[src/rtl/cpu_pkg.sv]
// Shared CPU definitions: bus width defaults, R_W direction encodings and the
// memory-interface FSM state encoding.
package cpu_pkg;

   localparam int DATA_W_DEF = 16;
   localparam int ADDR_W_DEF = 16;

   localparam logic RW_READ  = 1'b1;
   localparam logic RW_WRITE = 1'b0;

   typedef enum logic [1:0] {
      S_IDLE = 2'd0,
      S_REQ  = 2'd1,
      S_DONE = 2'd2
   } mem_state_e;

endpackage

[src/rtl/mem_timeout_ctr.sv]
// Request-timeout counter: cleared outside REQ, counts each REQ cycle and
// flags expiry during the TMO_CYC-th consecutive cycle.
module mem_timeout_ctr #(
   parameter int TMO_CYC = 15
) (
   input  logic clk,
   input  logic rst,
   input  logic clr,
   input  logic en,
   output logic expired
);

   localparam int CW = $clog2(TMO_CYC + 1);

   logic [CW-1:0] cnt_q;
   logic [CW-1:0] cnt_d;

   assign expired = (cnt_q == CW'(TMO_CYC - 1));

   // Next count; saturates at the expiry value.
   always_comb begin
      cnt_d = cnt_q;
      if (clr) begin
         cnt_d = {CW{1'b0}};
      end else if (en && !expired) begin
         cnt_d = cnt_q + CW'(1);
      end else begin
         cnt_d = cnt_q;
      end
   end

   // Count register.
   always_ff @(posedge clk or posedge rst) begin
      if (rst) begin
         cnt_q <= {CW{1'b0}};
      end else begin
         cnt_q <= cnt_d;
      end
   end

endmodule

[src/rtl/mem_bus_interface.sv]
// Memory-side stage: owns MAR/MDR and turns controller strobes into a req/ack
// memory handshake. Optional request timeout with sticky bus_err under MEM_TIMEOUT_EN.
module mem_bus_interface
   import cpu_pkg::*;
#(
   parameter int DATA_W  = DATA_W_DEF,
   parameter int ADDR_W  = ADDR_W_DEF,
   parameter int TMO_CYC = 15
) (
   input  logic              clk,
   input  logic              rst,
   input  logic              LDmar,
   input  logic              LDmdr,
   input  logic              MM,
   input  logic              R_W,
   input  logic              TMDR,
   input  logic [DATA_W-1:0] bus_in,
   output logic [DATA_W-1:0] bus_out,
   output logic [ADDR_W-1:0] mem_addr,
   output logic [DATA_W-1:0] mem_wdata,
   output logic              mem_req,
   output logic              mem_we,
   input  logic [DATA_W-1:0] mem_rdata,
   input  logic              mem_ack,
   output logic              mem_done,
   output logic              busy,
   output logic              bus_err
);

   mem_state_e        state_q, state_d;
   logic              dir_q, dir_d;
   logic [ADDR_W-1:0] mar_q, mar_d;
   logic [DATA_W-1:0] mdr_q, mdr_d;
   logic              bus_err_q, bus_err_d;
   logic              tmo_s;
   logic              in_req_s;

   assign in_req_s = (state_q == S_REQ);

`ifdef MEM_TIMEOUT_EN
   mem_timeout_ctr #(
      .TMO_CYC (TMO_CYC)
   ) u_tmo (
      .clk     (clk),
      .rst     (rst),
      .clr     (!in_req_s),
      .en      (in_req_s),
      .expired (tmo_s)
   );
`else
   logic [31:0] tmo_unused_s;
   assign tmo_unused_s = TMO_CYC;
   assign tmo_s        = 1'b0;
`endif

   // Outputs decode straight from registered state so reset drops them at once.
   assign mem_req   = in_req_s;
   assign mem_we    = in_req_s && (dir_q == RW_WRITE);
   assign mem_done  = (state_q == S_DONE);
   assign busy      = (state_q != S_IDLE);
   assign bus_err   = bus_err_q;
   assign mem_addr  = mar_q;
   assign mem_wdata = mdr_q;
   assign bus_out   = TMDR ? mdr_q : {DATA_W{1'b0}};

   // Next-state and register-load logic; MAR/MDR only load from the bus while idle.
   always_comb begin
      state_d   = state_q;
      dir_d     = dir_q;
      mar_d     = mar_q;
      mdr_d     = mdr_q;
      bus_err_d = bus_err_q;
      case (state_q)
         S_IDLE: begin
            if (LDmar) begin
               mar_d = bus_in[ADDR_W-1:0];
            end else begin
               mar_d = mar_q;
            end
            if (LDmdr) begin
               mdr_d = bus_in;
            end else begin
               mdr_d = mdr_q;
            end
            if (MM) begin
               state_d = S_REQ;
               dir_d   = R_W;
            end else begin
               state_d = S_IDLE;
            end
         end
         S_REQ: begin
            if (mem_ack) begin
               state_d = S_DONE;
               if (dir_q == RW_READ) begin
                  mdr_d = mem_rdata;
               end else begin
                  mdr_d = mdr_q;
               end
            end else if (tmo_s) begin
               state_d   = S_DONE;
               bus_err_d = 1'b1;
            end else begin
               state_d = S_REQ;
            end
         end
         S_DONE: begin
            state_d = S_IDLE;
         end
         default: begin
            state_d = S_IDLE;
         end
      endcase
   end

   // State and datapath registers.
   always_ff @(posedge clk or posedge rst) begin
      if (rst) begin
         state_q   <= S_IDLE;
         dir_q     <= RW_WRITE;
         mar_q     <= {ADDR_W{1'b0}};
         mdr_q     <= {DATA_W{1'b0}};
         bus_err_q <= 1'b0;
      end else begin
         state_q   <= state_d;
         dir_q     <= dir_d;
         mar_q     <= mar_d;
         mdr_q     <= mdr_d;
         bus_err_q <= bus_err_d;
      end
   end

endmodule

[config.mk]
export PLATFORM = sky130hd
export DESIGN_NAME = mem_bus_interface
export DESIGN_NICKNAME = d
export VERILOG_FILES = /design/src/rtl/cpu_pkg.sv /design/src/rtl/mem_timeout_ctr.sv /design/src/rtl/mem_bus_interface.sv
export SDC_FILE = /design/constraint.sdc
export NUM_CORES = 1
export LEC_CHECK = 0
export BUFFER_PORTS_ARGS = -buffer_cell sky130_fd_sc_hd__buf_2
export CORE_MARGIN = 3
export CORE_UTILIZATION = 35
export CTS_CLUSTER_SIZE = 20
export DETAILED_ROUTE_END_ITERATION = 8
export MAX_ROUTING_LAYER = met4
export PLACE_DENSITY_LB_ADDON = 0.12
export REMOVE_ABC_BUFFERS = 1
export SKIP_LAST_GASP = 1
export SYNTH_ARGS = -nofsm -noshare
export SYNTH_HDL_FRONTEND = slang
export SYNTH_SLANG_ARGS = --single-unit
[constraint.sdc]
create_clock -name clk -period 1.47 [get_ports clk]
set_input_delay 0.2205 -clock clk [delete_from_list [all_inputs] [get_ports clk]]
set_output_delay 0.2205 -clock clk [all_outputs]
set_load 0.01 [all_outputs]
=== Word-level counts from Yosys, hierarchy flattened ===
Index checks and enable logic that the tools add are counted.

* Bits in registers: 35
* Bits of input ports: 40
* Output and inout port bits: 53

* Reductions and logical operators: 7
* Equality and inequality tests: 5
* Bitwise operators: 1
* Mux-type cells: 8

{| class="wikitable"
|+ Operators by type and width
! kind !! number
|-
| 2-to-1 mux 16 bit || 4
|-
| case mux 16 bit (2 select lines) || 1
|-
| inequality test 2 bit, second input constant || 3
|-
| case mux 2 bit (2 select lines) || 1
|-
| AND reduction 2 bit || 2
|-
| AND reduction 4 bit || 1
|-
| nonzero test 2 bit || 2
|-
| equality test 2 x 1 -> 1 bit, second input constant || 1
|-
| equality test 2 bit, second input constant || 1
|-
| logical NOT 2 bit || 1
|-
| 2-to-1 mux 2 bit || 1
|-
| logical AND 1 bit || 1
|-
| 2-to-1 mux 1 bit || 1
|-
| NOT 1 bit || 1
|}

=== Depth between registers and ports, before layout ===
Gate-level depths: netlist of the first run.

* Depth in word-level cells: 3
* Depth in mapped cells: 5
* Gate-level depth less buffers: 3

=== Worst setup path after synthesis of the first run ===
Ideal clock, no wire load.

* Kind: flip-flop to flip-flop
* Start: reg state_q[0]
* End: reg mdr_q[0], in the netlist mem_wdata[0]
* Required time: 1345 ps
* Cell stages (with the launch flop): 6
* Buffers on the path: 2
* Period minus slack after synthesis: 1518 ps
* Setup slack: -48 ps
* Data arrival time: 1393 ps
* Cell sequence: dfrtp_1 -> nor2b_1 -> buf_6 -> buf_8 -> mux2_4 -> mux2_4

* Cells in the longest elaborated chain, start to end: 3

{| class="wikitable"
|+ Ends and longest elaborated chain
! element !! line !! source
|-
| start: declaration || mem_bus_interface.sv:30 || <nowiki>mem_state_e state_q, state_d;</nowiki>
|-
| start signal: assignment || mem_bus_interface.sv:125 || <nowiki>state_q <= state_d;</nowiki>
|-
| equality test 2 x 1 -> 1 bit * || n/a ||
|-
| net mem_req || mem_bus_interface.sv:21 || <nowiki>output logic mem_req,</nowiki>
|-
| inequality test 2 bit (no source line) or nonzero test 2 bit (tied branches) || n/a ||
|-
| AND reduction 4 bit (no source line) || n/a ||
|-
| end signal: assignment || mem_bus_interface.sv:122 || <nowiki>mdr_q <= {DATA_W{1'b0}};</nowiki>
|-
| end signal: assignment || mem_bus_interface.sv:128 || <nowiki>mdr_q <= mdr_d;</nowiki>
|-
| end: declaration || mem_bus_interface.sv:33 || <nowiki>logic [DATA_W-1:0] mdr_q, mdr_d;</nowiki>
|}

Mark *: on every way through the listed nets, which the timed path passes. The rest lies on a longest branch.
A chain may end at the register's enable or synchronous reset.

=== Worst setup path after layout of the first run ===
* Start: reg state_q[1]
* End: out mem_we

* Cells in the longest elaborated chain, start to end: 2

{| class="wikitable"
|+ Ends and longest elaborated chain
! element !! line !! source
|-
| equality test 2 x 1 -> 1 bit || mem_bus_interface.sv:38 || <nowiki>assign in_req_s = (state_q == S_REQ);</nowiki>
|-
| logical AND 1 bit || mem_bus_interface.sv:58 || <nowiki>assign mem_we = in_req_s && (dir_q == RW_WRITE);</nowiki>
|-
| end: declaration || mem_bus_interface.sv:22 || <nowiki>output logic mem_we,</nowiki>
|}

No other way between the ends.

==> impl_metrics.csv, run 1 <==
group,metric,value,unit
synthesis,yosys_warnings,0,
setup_path,crit_required,1.25,ns
outcome,violations,"negative setup slack",
setup_path,crit_start,"state_q[1]$_DFF_PP0_",
timing,worst_slack,-0.0375,ns
clock_tree,cts_made_buffers,5,
cells_and_area,num_antenna_cells,0,
drt,firstDrtPassIters,4,
synthesis,synth.avg_cell_area,14.1,um2
clock_tree,cts-root-buf,"clkbuf_8",
pwr,irDropWorstVdd,0.650,mV
global_routing,grt_pass1_vias,1395,
cells_and_area,final_area,2500,um2
placed_design,dpl_worst_slack,-0.0277,ns
setup_path,regToRegSetupSlack,-0.02,ns
setup_path,cp-start-kind,"flop",
cells_and_area,nNetsFinal,270,
pwr,cellLeakagePower,1.29,nW
synthesis,synthFlopType,"dfrtp_1",
setup_path,r2r-start,"state_q[0]$_DFF_PP0_",
synthesis,synth_compound_area_share,0.505,%
drt,viasPerCell,4.52,
synthesis,netlist_area,1730,um2
global_routing,grt_max_degree,36,
placed_design,dpl.hpwl,3360,um
clock_tree,cts_max_level,2,
clock_tree,clock_sinks,35,
synthesis,yosysTopAreaCellShare,50.5,%
synthesis,async_flop_share,100,%
pwr,p_total,3.79,mW
die,num_rows,24,
drt,wl,4300,um
synthesis,synth_top_family_by_area,"multiplexers",
synthesis,synthMuxAreaShare,35.4,%
synthesis,synthCells,123,
timing,timing.hold.ws,0.0297,ns
global_routing,grt_pass1_wl,7040,um
global_routing,grt_antenna_before_repair,0,
cells_and_area,drive_above_1_share,71.9,%
die,dieHeight,76.4,um
placed_design,gp_congestion,0.701,
synthesis,synth-seq-cells,35,
placed_design,portBuffers,91,
setup_path,r2r-end,"mem_addr[9]$_DFFE_PP0P_",
setup_path,path_max_fanout,4,
setup_path,cp-end-kind,"output port",
synthesis,synth_top_cells_by_count,"35 x dfrtp_1, 35 x mux2_2, 18 x and2_1",
setup_path,arrival,1.29,ns
setup_path,critPathKind,"flop to output port",
clock_tree,clk_path_buf_depth,2,
drt,num_vias,1337,
clock_tree,cts_tree,"done",
synthesis,synth.distinct_cells,19,
cells_and_area,layoutNonFillerInstCount,296,
die,coreArea,4560,um2
run,cap_violations,0,
cells_and_area,syn_to_final_growth,44.2,%
timing,fin_skew,0.00594,ns
drt,drc,0,
pwr,p_per_area,1520,nW/um2
synthesis,synth_edf_count,0,
placed_design,dp_cells,286,
timing,fmax,663,MHz
timing,slew_viol_final,0,
drt,wire_per_inst,14.5,um
clock_tree,clk_latency,0.28,ns
synthesis,synth_xor_area_share,0,%
die,start_util,38.0,%
die,boundaryPins,93,
synthesis,yosysSeqAreaShare,50.5,%
hold_path,hold_class,"input port to async pin",
die,fp.dieArea,5840,um2
timing,setup_violations,17,
setup_path,reg2regPathDepth,5,
global_routing,grt.overflow.total,0,
timing,grt_setup_unrepaired,"yes",
synthesis,yosysTopAreaCell,"dfrtp_1",
clock_tree,path_clk_slew,0.07,ns
synthesis,synthSimpleGateAreaFrac,8.95,%
drt,dr.first_iter.drc_count,26,
timing,period_minus_slack,1.51,ns
synthesis,netlist_top_cells_area,"dfrtp_1 51%, mux2_2 23%, mux2_4 12%",
placed_design,place_area,2310,um2
timing,fin_crit_sh,103,%
outcome,outcome,"finished with violations",
synthesis,synth_fa_ha_area_share,0,%
timing,hold_viol_final,0,
global_routing,grt_usage,15.7,%
drt,final_antenna_net_count,0,
die,die_w,76.4,um
-- where the power goes --
| group | switching [mW] | total (mW) | internal, mW |
|---|---|---|---|
| clock network | 0.325 | 0.655 | 0.331 |
| logic | 0.696 | 1.64 | 0.943 |
| registers | 0.208 | 1.50 | 1.29 |
| total | 1.23 | 3.79 | 2.56 |
-- worst max path at each step --
stage	to	slack, ns	cells past startpoint
after detailed placement	mem_wdata[11]$_DFFE_PP0P_	-0.03	4
after global placement	mem_addr[10]$_DFFE_PP0P_	0.01	5
after floorplan	mem_wdata[10]$_DFFE_PP0P_	-0.84	3
after CTS	mem_we	-0.02	4
after global routing	mem_we	-0.12	4
final	mem_we	-0.04	4
-- logic make-up (layout without fill, tap and decap cells) --
family	after synthesis	count (layout)
AND/OR/NAND/NOR	26	26
multiplexers	50	50
other	1	1
buffers and inverters	10	118
AO/OA/AOI/OAI	1	1
flip-flops	35	35
-- per-layer routing --
metal | up-vias | share of wire, % | track usage (%)
li1 | 625 | - | -
met4 | 0 | 0.67 | 3.26
met2 | 61 | 50 | 25.9
met3 | 4 | 8.2 | 5.91
met5 | - | 0 | -
met1 | 647 | 41 | 18.2
-- layout make-up --
cell class / instances / area (um2)
inverter: 3 / 11.3
fill: 427 / 2060
timing repair buffer: 107 / 612
clock inverter: 2 / 12.5
multi-input combinational: 78 / 835
tap: 65 / 81.3
clock buffer: 6 / 72.6
sequential: 35 / 876
-- stage by stage --
step / util [%] / setup TNS (ns)
floorplan: - / -15.21
global placement: 50.7 / 0
detailed placement: 50.7 / -0.230
CTS: 53.2 / -0.0900
global route: 54.8 / -2.38
finish: 54.8 / -0.187
-- placed cells by master, fill, tap and decap left out --
cell | Yosys | layout
nand3_1 | 1 | 1
mux2_2 | 35 | 27
a21oi_4 | 0 | 1
dfrtp_1 | 35 | 35
clkbuf_1 | 1 | 1
nor2_1 | 2 | 2
clkbuf_8 | 0 | 5
buf_6 | 3 | 9
nand2b_4 | 0 | 1
clkinv_2 | 0 | 1
and2b_1 | 1 | 1
nand2_1 | 1 | 1
and2_1 | 18 | 18
buf_2 | 1 | 90
nor2b_1 | 2 | 1
buf_4 | 1 | 8
conb_1 | 1 | 1
clkinvlp_4 | 0 | 1
nor2b_4 | 0 | 1
inv_1 | 3 | 3
mux2i_1 | 1 | 1
mux2_4 | 14 | 22
-- timing repair --
item,4_1_cts,5_1_grt
gates resized for setup,7,14
pin swaps,0,1
endpoints found under the setup margin,22,36
hold buffers,0,0
setup buffers,0,2
-- registers in the layout, indices dropped and copies added (netlist names) --
name / flops
state_q: 2
mem_wdata: 16
mem_addr: 16
dir_q: 1
-- worst max-delay path, cell delays in order, from the launching register on --
cell and delay (ns):
dfrtp_1 0.42, nor2b_4 0.18, buf_6 0.12, nor2b_1 0.13, buf_2 0.14
(Power assumes the default switching activity.)
==> inputs of run 2 (changes only) <==
SKIP_CTS_REPAIR_TIMING = 1   (was unset)
TNS_END_PERCENT = 20   (was unset)
clock period = 1.4 ns   (was 1.47 ns; I/O delays follow)
==> run 2 against run 1 <==
Against the previous run: the run still ends with negative setup slack left; sequential power grew 5%; routed wire length rose by 0.37%; cell count is 0.34% lower; die area did not move.
==> impl_metrics.csv, run 2 (synthesis gave the netlist of run 1 again) <==
group,metric,value,unit
hold_path,hold_class,"input port to async pin",
setup_path,r2r-start,"state_q[1]$_DFF_PP0_",
drt,wl,4310,um
setup_path,crit_start,"state_q[1]$_DFF_PP0_",
clock_tree,cts_max_level,2,
clock_tree,cts-root-buf,"clkbuf_8",
global_routing,grt_antenna_before_repair,0,
drt,wire_per_inst,14.6,um
drt,firstDrtPassIters,4,
clock_tree,path_clk_slew,0.07,ns
die,num_rows,24,
setup_path,cp-start-kind,"flop",
global_routing,grt_pass1_wl,6870,um
die,start_util,38.0,%
setup_path,cp_cell_sequence,"buf_4 -> buf_4 -> and2b_1 -> buf_2",
setup_path,worst_path_largest_cell_delay,0.41,ns
timing,setup_violations,33,
cells_and_area,nNetsFinal,269,
setup_path,crit_end,"mem_done",
cells_and_area,syn_to_final_growth,41.9,%
setup_path,arrival,1.27,ns
setup_path,cp-end-kind,"output port",
die,dieHeight,76.4,um
setup_path,crit_required,1.19,ns
cells_and_area,fillers,432,
die,boundaryPins,93,
setup_path,r2r-end,"mem_wdata[1]$_DFFE_PP0P_",
clock_tree,clock_sinks,35,
drt,num_vias,1332,
clock_tree,clk_latency,0.28,ns
timing,fin_setup_tns,-1.33,ns
setup_path,path_max_fanout,3,
placed_design,dp_cells,287,
timing,fmax,676,MHz
outcome,outcome,"finished with violations",
drt,viasPerCell,4.52,
cells_and_area,layout_common_cells,"91 x buf_2, 35 x mux2_2, 35 x dfrtp_1",
cells_and_area,drive_above_1_share,72.6,%
setup_path,critical_path_buf_inv_count,3,
global_routing,grt_max_degree,36,
cells_and_area,final_util,53.9,%
timing,period_minus_slack,1.48,ns
die,fp.dieArea,5840,um2
pwr,p_per_area,1600,nW/um2
timing,fin_crit_sh,106,%
cells_and_area,layoutNonFillerInstCount,295,
outcome,violations,"negative setup slack",
timing,hold_viol_final,0,
placed_design,dpl.hpwl,3310,um
setup_path,reg2regPathDepth,5,
drt,dr.first_iter.drc_count,39,
placed_design,place_area,2320,um2
global_routing,grt.overflow.total,0,
cells_and_area,final_area,2460,um2
die,die_w,76.4,um
setup_path,crit_top_cell,"buf_4",
pwr,irDropWorstVdd,0.682,mV
setup_path,critical-path-slowest-cell,"dfrtp_1",
pwr,cellLeakagePower,1.26,nW
global_routing,grt_pass1_vias,1437,
clock_tree,cts_made_buffers,5,
setup_path,path_depth,4,
setup_path,regToRegSetupSlack,-0.08,ns
timing,fin_skew,0.00644,ns
placed_design,portBuffers,91,
timing,worst_slack,-0.0794,ns
timing,grt_setup_unrepaired,"yes",
cells_and_area,num_antenna_cells,0,
drt,drc,0,
clock_tree,cts_tree,"done",
clock_tree,clk_path_buf_depth,2,
cells_and_area,layout_commonest_cell,"buf_2",
setup_path,crit_family,"buffers and inverters",
drt,final_antenna_net_count,0,
run,cap_violations,0,
die,coreArea,4560,um2
setup_path,critPathKind,"flop to output port",
timing,slew_viol_final,0,
global_routing,grt_usage,15.3,%
placed_design,gp_congestion,0.724,
[run 2: worst min path at each step]
stage / cells after the start / slack (ns) / end / startpoint
6_report: 3 / 0.02 / mem_wdata[11]$_DFFE_PP0P_ / rst
5_1_grt: 3 / 0.08 / mem_wdata[6]$_DFFE_PP0P_ / rst
4_1_cts: 3 / 0.03 / mem_wdata[6]$_DFFE_PP0P_ / rst
3_5_place_dp: 3 / 0.34 / mem_addr[11]$_DFFE_PP0P_ / rst
3_3_place_gp: 3 / 0.33 / mem_wdata[11]$_DFFE_PP0P_ / rst
2_1_floorplan: 1 / 0.34 / state_q[1]$_DFF_PP0_ / mem_ack
[run 2: where the power goes]
group	switching [mW]	internal (mW)	leakage [nW]
clock	0.342	0.349	0.0422
combinational	0.724	0.948	0.807
sequential	0.216	1.35	0.411
total	1.28	2.65	1.26
[run 2: metrics by stage]
stage	worst slack [ns]	power (mW)	hold slack (ns)
after floorplan	-0.914	2.47	0.339
after global placement	-0.0604	3.19	0.330
after detailed placement	-0.131	3.23	0.344
after CTS	-0.141	3.94	0.0341
after global routing	-0.134	4.18	0.0825
final	-0.0794	3.93	0.0202
[run 2: routing by layer]
| metal | vias to the layer above | routed length (um) | GRT usage (%) |
|---|---|---|---|
| met2 | 69 | 2060 | 25.7 |
| li1 | 626 | - | - |
| met4 | 0 | 69 | 4.89 |
| met5 | - | 0 | - |
| met3 | 9 | 335 | 4.49 |
| met1 | 628 | 1850 | 17.7 |
[run 2: worst reg2reg max path, stage by stage, from the launching register on]
cell	delay (ns)
dfrtp_1	0.41
buf_4	0.16
buf_4	0.14
a21oi_4	0.17
buf_6	0.18
mux2_4	0.30
[run 2: final cells by class]
class                      instances  area, um2  share of cell area, %
sequential                        35        876                   35.6
clock buffer                       7       76.3                   3.10
multi-input combinational         78        817                   33.2
clock inverter                     1       5.00                  0.203
tap                               65       81.3                   3.30
inverter                           3       11.3                  0.458
timing repair buffer             106        594                   24.1
==> inputs of run 3 (changes only) <==
ABC_CLOCK_PERIOD_IN_PS = 1400   (was unset)
RECOVER_POWER = 25   (was unset)
==> run 3 against run 2 <==
Against the previous run: the run still ends with negative setup slack left; worst hold slack gained 0.16 ns; global-route usage is the same; register-to-register slack is essentially flat; final area shrank 0.10%; clock power is essentially flat; clock-buffer cell count is the same; worst setup slack is the same; clock skew is the same; sequential share of layout area is essentially flat; core utilization shrank 0.055 points; critical path type unchanged; critical endpoint unchanged; highest routed layer unchanged.
==> impl_metrics.csv, run 3 (synthesis gave the netlist of run 1 again) <==
group,metric,value,unit
global_routing,grt.overflow.total,0,
cells_and_area,final_area,2460,um2
pwr,p_sw,1.28,mW
timing,fin_crit_sh,106,%
pwr,p_int,2.65,mW
setup_path,r2r-end,"mem_wdata[1]$_DFFE_PP0P_",
hold_path,hold_class,"input port to async pin",
pwr,pwr-share-seq,39.9,%
drt,dr.first_iter.drc_count,39,
die,coreArea,4560,um2
clock_tree,cts-root-buf,"clkbuf_8",
timing,worst_pin_slew,0.880,ns
timing,period_minus_slack,1.48,ns
drt,wl,4310,um
cells_and_area,nNetsFinal,269,
pwr,clkPwrFrac,17.6,%
outcome,outcome,"finished with violations",
setup_path,regToRegSetupSlack,-0.08,ns
setup_path,crit_required,1.19,ns
die,die_w,76.4,um
cells_and_area,layout_commonest_cell,"buf_2",
clock_tree,cts_made_buffers,5,
setup_path,cp-start-kind,"flop",
global_routing,grt_pass1_wl,6870,um
cells_and_area,fillers,431,
clock_tree,clock_sinks,35,
timing,fmax,676,MHz
global_routing,grt_antenna_before_repair,0,
die,fp.dieArea,5840,um2
timing,max_slew_margin,41.3,%
timing,setup_violations,33,
pwr,p_total,3.93,mW
pwr,p_per_area,1600,nW/um2
drt,viasPerCell,4.52,
drt,final_antenna_net_count,0,
placed_design,place_area,2320,um2
die,num_rows,24,
drt,firstDrtPassIters,4,
drt,drc,0,
timing,fin_skew,0.00644,ns
drt,num_vias,1332,
setup_path,crit_start,"state_q[1]$_DFF_PP0_",
setup_path,path_max_fanout,3,
setup_path,crit_end,"mem_done",
timing,slew_viol_final,0,
placed_design,gp_congestion,0.724,
run,cap_violations,0,
clock_tree,path_clk_slew,0.07,ns
global_routing,grt_pass1_vias,1437,
timing,grt_setup_unrepaired,"yes",
cells_and_area,syn_to_final_growth,41.8,%
drt,wire_per_inst,14.6,um
die,boundaryPins,93,
placed_design,dpl.hpwl,3310,um
pwr,irDropWorstVdd,0.682,mV
setup_path,cp-end-kind,"output port",
cells_and_area,drive_above_1_share,72.6,%
setup_path,reg2regPathDepth,5,
placed_design,portBuffers,91,
clock_tree,cts_tree,"done",
timing,worst_slack,-0.0794,ns
timing,hold_viol_final,0,
clock_tree,clk_path_buf_depth,2,
outcome,violations,"negative setup slack",
pwr,cellLeakagePower,1.26,nW
setup_path,r2r-start,"state_q[1]$_DFF_PP0_",
pwr,swShare,32.6,%
cells_and_area,num_antenna_cells,0,
cells_and_area,layout_common_cells,"91 x buf_2, 35 x mux2_2, 35 x dfrtp_1",
pwr,combPwrFrac,42.5,%
die,dieHeight,76.4,um
global_routing,grt_max_degree,36,
setup_path,critPathKind,"flop to output port",
clock_tree,cts_max_level,2,
die,start_util,38.0,%
clock_tree,clk_latency,0.28,ns
global_routing,grt_usage,15.3,%
setup_path,arrival,1.27,ns
[run 3: cell count changes in the layout (fill, tap and decap cells not counted), sizes merged]
cell / change
buf: -1
clkbuf: +1
[run 3: worst min path at each step]
stage	startpoint	endpoint	slack, ns	cells past startpoint
3_5_place_dp	rst	mem_addr[11]$_DFFE_PP0P_	0.34	3
4_1_cts	rst	mem_wdata[6]$_DFFE_PP0P_	0.03	3
3_3_place_gp	rst	mem_wdata[11]$_DFFE_PP0P_	0.33	3
5_1_grt	bus_in[6]	mem_addr[6]$_DFFE_PP0P_	0.17	2
6_report	rst	mem_wdata[11]$_DFFE_PP0P_	0.18	3
2_1_floorplan	mem_ack	state_q[1]$_DFF_PP0_	0.34	1
[run 3: stage by stage]
stage | utilization (%) | hold slack [ns] | setup WS (ns) | instances | TNS (ns)
after global placement | 50.8 | 0.330 | -0.0604 | 287 | -1.16
after detailed placement | 50.8 | 0.344 | -0.131 | 287 | -2.96
after global routing | 53.9 | 0.169 | -0.134 | 295 | -2.76
final | 53.9 | 0.177 | -0.0794 | 295 | -1.33
after floorplan | - | 0.339 | -0.914 | 116 | -17.63
after CTS | 52.6 | 0.0341 | -0.141 | 295 | -3.60
[run 3: worst max-delay path: stages, from the launching register on]
cell     delay (ns)
dfrtp_1        0.41
buf_4          0.16
buf_4          0.14
and2b_1        0.15
buf_2          0.13
[run 3: routing by layer]
layer  vias to the layer above  part of all wire (%)  GRT usage (%)
met5                         -                     0              -
met4                         0                   1.6           4.89
met3                         9                   7.8           4.49
met2                        69                    48           25.7
met1                       628                    43           17.7
li1                        626                     -              -
[run 3: area by class of cell]
type / count / area, um2 / area share, %
clock inverters: 1 / 5.00 / 0.204
repair buffers: 106 / 592 / 24.1
multi-input cells: 78 / 817 / 33.2
flip-flops and latches: 35 / 876 / 35.6
inverters: 3 / 11.3 / 0.458
well taps: 65 / 81.3 / 3.31
clock buffers: 7 / 76.3 / 3.10
[run 3: power groups by stage]
stage / sequential [mW] / clock (mW) / combinational [mW]
after floorplan: 1.72 / 0 / 0.753
after global placement: 1.56 / 0 / 1.62
after detailed placement: 1.58 / 0 / 1.65
after CTS: 1.57 / 0.722 / 1.65
after global routing: 1.62 / 0.762 / 1.80
final: 1.57 / 0.691 / 1.67
